$ cat src/rtl/instr_encoder_if.sv
// Request/response bundle between an instruction producer and instr_encoder.
// The slave modport is the encoder side; master is the producer/consumer side.
interface instr_encoder_if;
    logic        in_valid;
    logic        in_ready;
    logic [3:0]  in_op;
    logic [4:0]  in_rs;
    logic [4:0]  in_rt;
    logic [4:0]  in_rd;
    logic [31:0] in_imm;
    logic        out_valid;
    logic        out_ready;
    logic [31:0] out_instr;
    logic        err;

    modport master (
        output in_valid, in_op, in_rs, in_rt, in_rd, in_imm, out_ready,
        input  in_ready, out_valid, out_instr, err
    );

    modport slave (
        input  in_valid, in_op, in_rs, in_rt, in_rd, in_imm, out_ready,
        output in_ready, out_valid, out_instr, err
    );
endinterface

$ cat src/rtl/instr_encoder.sv
// MIPS instruction encoder feeding a DEPTH-entry output FIFO.
// Macro INSTR_ENCODER_LI_EN enables the two-word LI pseudo-op (LUI + ORI).
//
// state   | meaning
// S_IDLE  | accepting requests whenever the FIFO has room
// S_LI_LO | LUI queued; waiting for FIFO room to queue the ORI low half
module instr_encoder #(
    parameter int DEPTH = 4
) (
    input  logic            clk,
    input  logic            rst,
    instr_encoder_if.slave  bus
);
    localparam int AW = $clog2(DEPTH);
    localparam int CW = AW + 1;

    localparam logic [3:0] OP_ADDU  = 4'd0;
    localparam logic [3:0] OP_SUBU  = 4'd1;
    localparam logic [3:0] OP_SLT   = 4'd2;
    localparam logic [3:0] OP_JR    = 4'd3;
    localparam logic [3:0] OP_ORI   = 4'd4;
    localparam logic [3:0] OP_LW    = 4'd5;
    localparam logic [3:0] OP_SW    = 4'd6;
    localparam logic [3:0] OP_BEQ   = 4'd7;
    localparam logic [3:0] OP_LUI   = 4'd8;
    localparam logic [3:0] OP_J     = 4'd9;
    localparam logic [3:0] OP_ADDI  = 4'd10;
    localparam logic [3:0] OP_ADDIU = 4'd11;
    localparam logic [3:0] OP_JAL   = 4'd12;
    localparam logic [3:0] OP_LI    = 4'd13;

    logic [31:0]   r_mem [DEPTH];
    logic [AW-1:0] r_wptr;
    logic [AW-1:0] r_rptr;
    logic [CW-1:0] r_count;
    logic          r_err;

    logic          w_full;
    logic          w_out_valid;
    logic          w_in_ready;
    logic          w_accept;
    logic          w_pop;
    logic          w_push;
    logic [31:0]   w_wdata;
    logic          w_err_next;
    logic [31:0]   w_enc;
    logic          w_legal;

    assign w_full      = (r_count == CW'(DEPTH));
    assign w_out_valid = (r_count != '0);
    assign w_accept    = bus.in_valid && w_in_ready;
    assign w_pop       = w_out_valid && bus.out_ready;

    // Single-word encoding of the request; LI yields its first (or only) word.
    always_comb begin
        w_enc   = '0;
        w_legal = 1'b1;
        case (bus.in_op)
            OP_ADDU:  w_enc = {6'h00, bus.in_rs, bus.in_rt, bus.in_rd, 5'h00, 6'h21};
            OP_SUBU:  w_enc = {6'h00, bus.in_rs, bus.in_rt, bus.in_rd, 5'h00, 6'h23};
            OP_SLT:   w_enc = {6'h00, bus.in_rs, bus.in_rt, bus.in_rd, 5'h00, 6'h2A};
            OP_JR:    w_enc = {6'h00, bus.in_rs, 5'h00, 5'h00, 5'h00, 6'h08};
            OP_ORI:   w_enc = {6'h0D, bus.in_rs, bus.in_rt, bus.in_imm[15:0]};
            OP_LW:    w_enc = {6'h23, bus.in_rs, bus.in_rt, bus.in_imm[15:0]};
            OP_SW:    w_enc = {6'h2B, bus.in_rs, bus.in_rt, bus.in_imm[15:0]};
            OP_BEQ:   w_enc = {6'h04, bus.in_rs, bus.in_rt, bus.in_imm[15:0]};
            OP_LUI:   w_enc = {6'h0F, 5'h00, bus.in_rt, bus.in_imm[15:0]};
            OP_J:     w_enc = {6'h02, bus.in_imm[25:0]};
            OP_ADDI:  w_enc = {6'h08, bus.in_rs, bus.in_rt, bus.in_imm[15:0]};
            OP_ADDIU: w_enc = {6'h09, bus.in_rs, bus.in_rt, bus.in_imm[15:0]};
            OP_JAL:   w_enc = {6'h03, bus.in_imm[25:0]};
`ifdef INSTR_ENCODER_LI_EN
            OP_LI: begin
                if (bus.in_imm[31:16] == 16'h0000)
                    w_enc = {6'h0D, 5'h00, bus.in_rt, bus.in_imm[15:0]};
                else
                    w_enc = {6'h0F, 5'h00, bus.in_rt, bus.in_imm[31:16]};
            end
`endif
            default:  w_legal = 1'b0;
        endcase
    end

`ifdef INSTR_ENCODER_LI_EN
    typedef enum logic [0:0] {S_IDLE, S_LI_LO} state_t;

    state_t      r_state;
    state_t      w_state_next;
    logic [4:0]  r_li_rt;
    logic [15:0] r_li_lo;

    assign w_in_ready = (r_state == S_IDLE) && !w_full;

    always_ff @(posedge clk) begin
        if (rst)
            r_state <= S_IDLE;
        else
            r_state <= w_state_next;
    end

    always_ff @(posedge clk) begin
        if (w_accept) begin
            r_li_rt <= bus.in_rt;
            r_li_lo <= bus.in_imm[15:0];
        end
    end

    always_comb begin
        w_state_next = r_state;
        w_push       = 1'b0;
        w_wdata      = '0;
        w_err_next   = 1'b0;
        case (r_state)
            S_IDLE: begin
                if (w_accept) begin
                    if (w_legal) begin
                        w_push  = 1'b1;
                        w_wdata = w_enc;
                        if (bus.in_op == OP_LI && bus.in_imm[31:16] != 16'h0000)
                            w_state_next = S_LI_LO;
                    end else begin
                        w_err_next = 1'b1;
                    end
                end
            end
            S_LI_LO: begin
                // A pop in this cycle does not help; room is judged on the current count.
                if (!w_full) begin
                    w_push       = 1'b1;
                    w_wdata      = {6'h0D, r_li_rt, r_li_rt, r_li_lo};
                    w_state_next = S_IDLE;
                end
            end
            default: w_state_next = S_IDLE;
        endcase
    end
`else
    logic w_unused_imm;

    assign w_unused_imm = ^bus.in_imm[31:26];
    assign w_in_ready   = !w_full;

    always_comb begin
        w_push     = w_accept && w_legal;
        w_wdata    = w_enc;
        w_err_next = w_accept && !w_legal;
    end
`endif

    always_ff @(posedge clk) begin
        if (w_push)
            r_mem[r_wptr] <= w_wdata;
    end

    always_ff @(posedge clk) begin
        if (rst) begin
            r_wptr  <= '0;
            r_rptr  <= '0;
            r_count <= '0;
            r_err   <= 1'b0;
        end else begin
            r_err <= w_err_next;
            if (w_push)
                r_wptr <= r_wptr + 1'b1;
            if (w_pop)
                r_rptr <= r_rptr + 1'b1;
            if (w_push && !w_pop)
                r_count <= r_count + 1'b1;
            else if (!w_push && w_pop)
                r_count <= r_count - 1'b1;
        end
    end

    assign bus.in_ready  = w_in_ready;
    assign bus.out_valid = w_out_valid;
    assign bus.out_instr = r_mem[r_rptr];
    assign bus.err       = r_err;
endmodule

$ cat src/flat_wrapper.sv
// flat-port wrapper written by rule: the top's interface ports become plain ports
module instr_encoder_flat 
#(
    parameter int DEPTH = 4
)
  (clk, rst, bus_in_valid, bus_in_op, bus_in_rs, bus_in_rt, bus_in_rd, bus_in_imm, bus_out_ready, bus_in_ready, bus_out_valid, bus_out_instr, bus_err);
  instr_encoder_if bus_i ();
  input  logic clk;
  input  logic rst;
  input wire logic [$bits(bus_i.in_valid)-1:0] bus_in_valid;
  input wire logic [$bits(bus_i.in_op)-1:0] bus_in_op;
  input wire logic [$bits(bus_i.in_rs)-1:0] bus_in_rs;
  input wire logic [$bits(bus_i.in_rt)-1:0] bus_in_rt;
  input wire logic [$bits(bus_i.in_rd)-1:0] bus_in_rd;
  input wire logic [$bits(bus_i.in_imm)-1:0] bus_in_imm;
  input wire logic [$bits(bus_i.out_ready)-1:0] bus_out_ready;
  output wire logic [$bits(bus_i.in_ready)-1:0] bus_in_ready;
  output wire logic [$bits(bus_i.out_valid)-1:0] bus_out_valid;
  output wire logic [$bits(bus_i.out_instr)-1:0] bus_out_instr;
  output wire logic [$bits(bus_i.err)-1:0] bus_err;
  assign bus_i.in_valid = bus_in_valid;
  assign bus_i.in_op = bus_in_op;
  assign bus_i.in_rs = bus_in_rs;
  assign bus_i.in_rt = bus_in_rt;
  assign bus_i.in_rd = bus_in_rd;
  assign bus_i.in_imm = bus_in_imm;
  assign bus_i.out_ready = bus_out_ready;
  assign bus_in_ready = bus_i.in_ready;
  assign bus_out_valid = bus_i.out_valid;
  assign bus_out_instr = bus_i.out_instr;
  assign bus_err = bus_i.err;
  instr_encoder #(.DEPTH(DEPTH)) u_core (.clk(clk), .rst(rst), .bus(bus_i));
endmodule
$ cat config.mk
export PLATFORM = sky130hd
export DESIGN_NAME = instr_encoder_flat
export DESIGN_NICKNAME = d
export VERILOG_FILES = /design/src/rtl/instr_encoder_if.sv /design/src/rtl/instr_encoder.sv /design/src/flat_wrapper.sv
export SDC_FILE = /design/constraint.sdc
export NUM_CORES = 1
export LEC_CHECK = 0
export CORE_UTILIZATION = 50
export DETAILED_ROUTE_END_ITERATION = 8
export DONT_BUFFER_PORTS = 1
export MAX_ROUTING_LAYER = met4
export SLEW_MARGIN = 30
export SYNTH_ARGS = -nofsm -noshare
export SYNTH_HDL_FRONTEND = slang
export SYNTH_SLANG_ARGS = --single-unit
$ cat constraint.sdc
create_clock -name clk -period 2.9 [get_ports clk]
set_input_delay 0.58 -clock clk [delete_from_list [all_inputs] [get_ports clk]]
set_output_delay 0.58 -clock clk [all_outputs]
set_load 0.02 [all_outputs]
Word-level counts from Yosys, hierarchy flattened

Memories as Yosys holds them, arrays and structs flattened. A register that Yosys moved wholly into a read port is not among the register bits.
Cells that the tools add are included.

Register bits: 8
Bits in writable memories: 128
Input bits: 55
Output and inout port bits: 35
Word-level logic and storage cells: 44
Memories kept: 1

Add/sub/neg operators: 4
Eq/ne operators: 13
Muxes and demuxes: 8
Reductions and logical operators: 14

Memories:

| memory       | depth | width | rd ports | clocked after memory_dff | wr ports | RTL line            | RTL |
|---|---|---|---|---|---|---|---|
| u_core.r_mem | 4     | 32    | 1        | 1                        | 1        | instr_encoder.sv:32 | `logic [31:0] r_mem [DEPTH];` |

Operator list:

| kind                                             | number |
|---|---|
| case mux 32 bit (13 select lines)                | 1 |
| == test 4 bit, second input constant             | 5 |
| == test 4 x 3 -> 1 bit, second input constant    | 4 |
| OR reduction 13 bit                              | 1 |
| == test 4 x 2 -> 1 bit, second input constant    | 2 |
| logical AND 1 bit                                | 6 |
| 2-to-1 mux 3 bit                                 | 2 |
| adder 2 x 1 -> 2 bit, second input constant      | 2 |
| == test 4 x 1 -> 1 bit, second input constant    | 1 |
| zero test 1 bit                                  | 4 |
| zero test 4 bit                                  | 1 |
| 2-to-1 mux 2 bit                                 | 2 |
| adder 3 x 1 -> 3 bit, second input constant      | 1 |
| == test 3 bit, second input constant             | 1 |
| 2-to-1 mux 1 bit                                 | 3 |
| nonzero test 3 bit                               | 1 |
| subtractor 3 x 1 -> 3 bit, second input constant | 1 |
| nonzero test 2 bit                               | 1 |

Depth between registers and ports, before layout

Gate-level depths: netlist (run 1).

Depth in word-level cells: 8
Gate-level depth with buffers: 10

Worst setup path before layout (run 1)

No wires, ideal clock.

Path kind: input-to-reg
Start point: input port bus_in_op[1]
End point: register u_core.r_count[2]
Setup time: 0.070 ns
Data arrival time: 2.459 ns
Setup slack: 0.370 ns
Cell stages on the path: 10
Buffers on the path: 2
Cells stage by stage: clkbuf_1 -> o211ai_1 -> and3_4 -> buf_6 -> ha_1 -> inv_1 -> fa_1 -> xor2_1 -> or3_1 -> a21oi_1

Cells in the longest elaborated chain, start to end: 7

RTL lines:

| item                                           | RTL line             | RTL |
|---|---|---|
| start, declared                                | flat_wrapper.sv:11   | `input wire logic [$bits(bus_i.in_op)-1:0] bus_in_op;` |
| == test 4 x 1 -> 1 bit (tied with other cells) | instr_encoder.sv:58  | `case (bus.in_op)` |
| OR reduction 13 bit (no line) *                | --                   |  |
| 2-to-1 mux 1 bit *                             | instr_encoder.sv:58  |  |
| logical AND 1 bit *                            | instr_encoder.sv:144 | `w_push = w_accept && w_legal;` |
| net u_core.w_push                              | instr_encoder.sv:43  | `logic w_push;` |
| zero test 1 bit                                | instr_encoder.sv:169 | `else if (!w_push && w_pop)` |
| logical AND 1 bit                              | instr_encoder.sv:169 |  |
| nonzero test 2 bit (no line)                   | --                   |  |
| end signal, assigned                           | instr_encoder.sv:168 | `r_count <= r_count + 1'b1;` |
| end signal, assigned                           | instr_encoder.sv:170 | `r_count <= r_count - 1'b1;` |
| end, declared                                  | instr_encoder.sv:35  | `logic [CW-1:0] r_count;` |

The timed path passes the listed nets; every way through them passes the cells marked *.
A chain may end at the register's enable or synchronous reset.

==> results.py, run 1 <==
metrics = {
    "place": {
        "port_buffers": 0,
        "place_area_um2": 5990,
        "pre_cts_slack_ns": 0.483,
        "routabilityCongestion": 0.688,
        "placed_cells": 477,
        "place_hpwl_um": 6430,
    },
    "flow_run": {
        "cap_viol_max_count": 0,
    },
    "min_path": {
        "hold_path_class": "input pin to register",
    },
    "global_routing": {
        "grt_max_degree": 48,
        "grt_pass1_wl_um": 16400,
        "overflow": 0,
        "grt_antenna_before_repair": 0,
        "grt_use_total": 0.199,
        "grt_pass1_vias": 3026,
    },
    "power": {
        "power.share.clock": 0.357,
        "powerDensity_nw_per_um2": 862,
        "sw_frac_of_total": 0.277,
        "p_leak_nw": 2.16,
        "p_seq_frac": 0.425,
        "switching_power_mw": 1.56,
        "pwr-share-comb": 0.218,
        "power_mw": 5.65,
        "peakVddDrop_v": 0.000418,
        "p_int_mw": 4.08,
    },
    "floorplan": {
        "core_area_um2": 11400,
        "die_w_um": 110,
        "initial_core_util": 0.512,
        "ioPinCount": 90,
        "dieHeight_um": 110,
        "dieArea_um2": 12100,
        "num_rows": 39,
    },
    "sta": {
        "slew_violations": 0,
        "fin_ws_ns": 0.653,
        "post-route-period-util": 0.775,
        "tns_ns": 0,
        "finClkSkew_ns": 0.00653,
        "fin_crit_ns": 2.25,
        "max_freq_mhz": 445,
        "hold_viol_final": 0,
        "max_slew_margin": 0.628,
        "rsz0062_at_grt": "false",
        "setup_viol": 0,
        "worstMarginPinSlew_ns": 0.558,
    },
    "clock_network": {
        "postCtsSetupBuffers": 0,
        "cts_tree": "done",
        "postCtsResizedCells": 0,
        "clk_pin_slew_worst_paths_ns": 0.05,
        "cts-buffers-inserted": 17,
        "hold_buffers": 0,
        "clock-root-buffer": "clkbuf_16",
        "clock_path_buffers": 2,
        "insertion_delay_ns": 0.40,
        "cts_sinks": 134,
        "htreeDepth": 4,
    },
    "setup_path": {
        "critPathSlowestCell": "mux4_2",
        "path_depth": 2,
        "crit_path_max_fanout": 31,
        "path_buf_inv": 1,
        "slowest_delay_ns": 0.65,
        "cp_top_family": "multiplexers",
        "path_cells": "buf_12 > mux4_2",
        "worstRegToRegCells": 8,
        "r2r-start": "u_core.r_count[0]",
        "r2r_slack_ns": 0.67,
        "required_ns": 2.32,
        "endpoint_kind": "output pin",
        "path_class": "register to output pin",
        "start_kind": "register",
        "r2r-end": "u_core.r_count[2]",
        "crit_end": "bus_out_instr[15]",
        "cp.arrival_ns": 1.67,
    },
    "synthesis": {
        "ys_seq_area_frac": 0.671,
        "synthArstFlopShare": 0,
        "syn_nets": 413,
        "synth_warnings": 0,
        "synth_edf_count": 124,
        "ys.flop_type": "edfxtp_1",
        "synth-seq-cells": 134,
        "yosysUniqueCellTypes": 45,
        "netlist_instances": 352,
        "synth_area_um2": 5850,
        "synth_area_per_cell_um2": 16.6,
    },
    "cells_and_area": {
        "multiInputGateArea_um2": 1760,
        "n_antenna_cell": 0,
        "area_delta_synth_final_pct": 12.1,
        "register_area_um2": 3930,
        "final_cells": 509,
        "n_fill_cell": 870,
        "fin_nets": 414,
        "fin_area_um2": 6550,
        "drive_above_1_share": 0.232,
    },
    "drt": {
        "drc": 0,
        "wl_per_cell_um": 21.3,
        "drt_pass1_iterations": 4,
        "ant_nets": 0,
        "wl_um": 10800,
        "dr_total_vias": 3034,
        "drtIter0Drc": 266,
        "vias_per_cell": 5.96,
    },
    "status": {
        "outcome": "finished clean",
    },
}
[routing by layer]
layer  vias up  track usage  part of all wire
li1       1402            -                 -
met5         -            -                 0
met4         0       0.0602             0.013
met1      1540        0.237              0.42
met2        81        0.323              0.51
met3        11       0.0682             0.057
[synth_stat cells (2+ instances only)]
master | number | share of area
or3b_2 | 4 | 0.0060
a221o_1 | 10 | 0.017
o211ai_1 | 2 | 0.0026
xnor2_1 | 2 | 0.0030
a21oi_1 | 15 | 0.013
a31o_2 | 6 | 0.0090
nand3b_1 | 2 | 0.0026
a221oi_1 | 2 | 0.0030
mux4_2 | 31 | 0.12
dfxtp_1 | 10 | 0.034
nand2_1 | 17 | 0.011
nand4b_1 | 5 | 0.0075
mux2i_1 | 2 | 0.0034
nor3_1 | 2 | 0.0017
o32ai_1 | 5 | 0.0075
or3_1 | 2 | 0.0021
nand2b_1 | 8 | 0.0086
o21ai_0 | 5 | 0.0043
and2_1 | 5 | 0.0053
nor3b_1 | 5 | 0.0064
clkbuf_1 | 7 | 0.0045
or3b_1 | 2 | 0.0030
o21ai_1 | 2 | 0.0017
buf_1 | 3 | 0.0019
a22o_1 | 5 | 0.0075
ha_1 | 5 | 0.011
edfxtp_1 | 124 | 0.64
buf_2 | 14 | 0.012
nor2_1 | 10 | 0.0064
inv_1 | 12 | 0.0077
xor2_1 | 5 | 0.0075
nor2b_1 | 10 | 0.011
[power by group through the flow]
stage	logic [mW]	clock network [mW]	registers, mW
2_1_floorplan	1.05	0	2.42
3_3_place_gp	1.25	0	2.43
3_5_place_dp	1.26	0	2.44
4_1_cts	1.27	2.05	2.40
5_1_grt	1.34	2.14	2.42
6_report	1.23	2.02	2.40
[per-stage QoR]
stage                     hold WS (ns)   util
final                            0.235  0.574
after detailed placement         0.509  0.525
after floorplan                  0.482      -
after CTS                        0.221  0.574
after global placement           0.499  0.525
after global routing             0.211  0.574
[sequential cells by signal, summed over array words and instances (netlist names), named ones only]
| signal | cells |
|---|---|
| u_core.r_rptr | 2 |
| u_core.r_mem | 124 |
| u_core.r_count | 3 |
| u_core.r_wptr | 2 |
| u_core.bus.err | 1 |
[logic make-up after synthesis]
family | after synthesis | synth area share
fa+ha+maj | 6 | 0.0141
other cells | 1 | 0.000641
flops | 134 | 0.671
compound gates | 57 | 0.0719
buf+inv | 38 | 0.0293
xor+xnor | 7 | 0.0105
simple gates | 74 | 0.0751
mux | 35 | 0.127
[how the worst min path moves through the flow]
stage,to,startpoint,cells after the start
after CTS,register,rst,1
after detailed placement,u_core.r_count[2],u_core.r_count[2],2
after floorplan,u_core.r_wptr[1],u_core.r_wptr[1],2
final,register,rst,1
after global placement,u_core.r_count[2],u_core.r_count[2],2
after global routing,register,rst,1
[layout by cell type, fill, tap and decap left out, types with 6 or more instances in the layout]
cell	count
nand2_1	17
a21oi_1	15
nor2b_1	10
buf_4	6
dfxtp_1	9
nand2b_1	8
nor2_1	10
mux4_2	31
clkbuf_16	17
a221o_1	10
inv_1	12
a31o_2	6
edfxtp_1	124
[cell type report]
type	instances	share of cell area
Clock buffer	19	0.0661
Clock inverter	13	0.0199
Inverter	12	0.00687
Multi-Input combinational cell	180	0.268
Sequential cell	134	0.599
Tap cell	143	0.0273
Timing Repair Buffer	8	0.0130
Note: power is estimated with default switching activity, not from simulation.
==> run 2: changes to the inputs <==
--- a/config.mk
+++ b/config.mk
@@ -9,6 +9,7 @@
 export DETAILED_ROUTE_END_ITERATION = 8
 export DONT_BUFFER_PORTS = 1
 export MAX_ROUTING_LAYER = met4
+export PLACE_DENSITY = 0.68
 export SLEW_MARGIN = 30
 export SYNTH_ARGS = -nofsm -noshare
 export SYNTH_HDL_FRONTEND = slang
==> constraint.sdc (replaced) <==
create_clock -name clk -period 1.8 [get_ports clk]
set_input_delay 0.36 -clock clk [delete_from_list [all_inputs] [get_ports clk]]
set_output_delay 0.36 -clock clk [all_outputs]
set_load 0.02 [all_outputs]
==> results.py, run 2 (synthesized netlist as in run 1, its figures left out) <==
metrics = {
    "status": {
        "outcome": "complete, but fails checks",
        "violations": "negative setup slack",
    },
    "setup_path": {
        "r2r-start": "u_core.r_count[2]",
        "start_kind": "register",
        "worstRegToRegCells": 8,
        "r2r-end": "u_core.r_count[2]",
        "r2r_slack_ns": -0.09,
        "endpoint_kind": "output pin",
        "slowest_delay_ns": 0.57,
        "required_ns": 1.44,
        "critPathSlowestCell": "mux4_2",
        "cp.arrival_ns": 1.63,
        "crit_path_max_fanout": 5,
        "path_cells": "buf_12 > buf_16 > mux4_2",
        "path_class": "register to output pin",
    },
    "min_path": {
        "hold_depth": 1,
        "hold_path_class": "input pin to register",
        "hold_end": "u_core.bus.err",
        "min_from": "rst",
    },
    "power": {
        "powerDensity_nw_per_um2": 1370,
        "peakVddDrop_v": 0.000762,
        "power_mw": 9.65,
        "p_leak_nw": 2.38,
    },
    "floorplan": {
        "num_rows": 39,
        "core_area_um2": 11400,
        "initial_core_util": 0.512,
        "die_w_um": 110,
        "dieArea_um2": 12100,
        "dieHeight_um": 110,
        "ioPinCount": 90,
    },
    "global_routing": {
        "grt_max_degree": 48,
        "overflow": 0,
        "grt_pass1_wl_um": 18400,
        "grt_pass1_vias": 3257,
        "met2_usage": 0.362,
        "busiest_layer": "met2",
        "gr-usage-met1": 0.266,
        "grt_use_total": 0.227,
        "met3_usage": 0.0711,
        "grt_antenna_before_repair": 1,
    },
    "cells_and_area": {
        "top_regs": "u_core.r_mem (124), u_core.r_count (3)",
        "area_delta_synth_final_pct": 20.5,
        "drive_above_1_share": 0.318,
        "final_cells": 540,
        "top_register": "u_core.r_mem",
        "fin_nets": 444,
        "final_util": 0.617,
        "final_cell_mix": "edfxtp_1, mux4_2, clkbuf_16",
        "final_common_cell": "edfxtp_1",
        "largest_register_ff_count": 124,
    },
    "drt": {
        "drtIter0Drc": 272,
        "drt_pass1_iterations": 4,
        "vias_per_cell": 6.04,
        "wl_um": 12500,
        "wl_per_cell_um": 23.2,
        "dr_total_vias": 3261,
        "drc": 0,
        "ant_nets": 0,
    },
    "sta": {
        "rsz0062_at_grt": "true",
        "hold_viol_final": 0,
        "fin_ws_ns": -0.192,
        "slew_violations": 0,
        "max_freq_mhz": 502,
        "setup_viol": 33,
        "holdWs_ns": 0.0178,
        "fin_crit_ns": 1.99,
        "max_slew_margin": 0.604,
        "tns_ns": -4.79,
        "finClkSkew_ns": 0.00598,
        "post-route-period-util": 1.11,
        "worstMarginPinSlew_ns": 0.589,
    },
    "place": {
        "place_hpwl_um": 7440,
        "routabilityCongestion": 0.737,
        "port_buffers": 0,
        "placed_cells": 492,
    },
    "clock_network": {
        "cts_tree": "done",
        "clock-root-buffer": "clkbuf_16",
        "insertion_delay_ns": 0.41,
        "clk_pin_slew_worst_paths_ns": 0.06,
        "cts-buffers-inserted": 17,
        "htreeDepth": 4,
        "clock_path_buffers": 2,
        "cts_sinks": 134,
    },
    "flow_run": {
        "cap_viol_max_count": 0,
    },
}
==> run 2: cell count changes in the layout (fill, tap and decap cells not counted), moves of 5 or more <==
cell and delta:
buf_12 +7, buf_16 +5, buf_4 +10, buf_6 +6
==> run 2: cell type report <==
cell class,instances,area (µm²)
Tap cell,143,179
Clock buffer,24,513
Timing Repair Buffer,38,541
Clock inverter,8,43.8
Fill cell,841,4380
Antenna cell,1,2.50
Inverter,12,45.0
Sequential cell,134,3930
Multi-Input combinational cell,180,1790
==> run 2: stage by stage <==
stage                     setup slack [ns]  instance area (µm²)
final                               -0.192                 7040
after detailed placement            -0.194                 6190
after floorplan                     -0.356                 5880
after global placement              -0.140                 6190
after CTS                           -0.214                 6980
after global routing                -0.240                 7040
==> run 2: worst max-delay path by stage <==
stage | end
after CTS | bus_out_instr[2]
after global placement | u_core.r_count[2]
after detailed placement | u_core.r_count[2]
after global routing | bus_out_instr[7]
after floorplan | u_core.r_count[2]
final | bus_out_instr[7]
==> run 2: per-layer routing <==
metal | up-vias | wire, µm | part of all wire
met1 | 1655 | 4830 | 0.39
met5 | - | 0 | 0
met4 | 0 | 194 | 0.015
met2 | 113 | 6600 | 0.53
li1 | 1473 | - | -
met3 | 20 | 904 | 0.072
==> run 2: critical path: cells and delay by family (launching register included) <==
kind / cells / cell delay, ns
multiplexers: 1 / 0.57
flip-flops: 1 / 0.39
buffers and inverters: 2 / 0.25
==> run 2: report_power, final <==
group / total [mW] / switching, mW / internal [mW]
combinational: 2.56 / 1.33 / 1.23
clock: 3.18 / 1.21 / 1.98
sequential: 3.90 / 0.129 / 3.77
total: 9.65 / 2.67 / 6.98
==> run 2: what timing repair did <==
action	4_1_cts	5_1_grt
pin swaps	8	3
cloned	5	2
setup endpoints to repair	104	62
hold buffers	1	0
buffers inserted	5	2
resized for setup	17	3
hold endpoints to repair	5	0
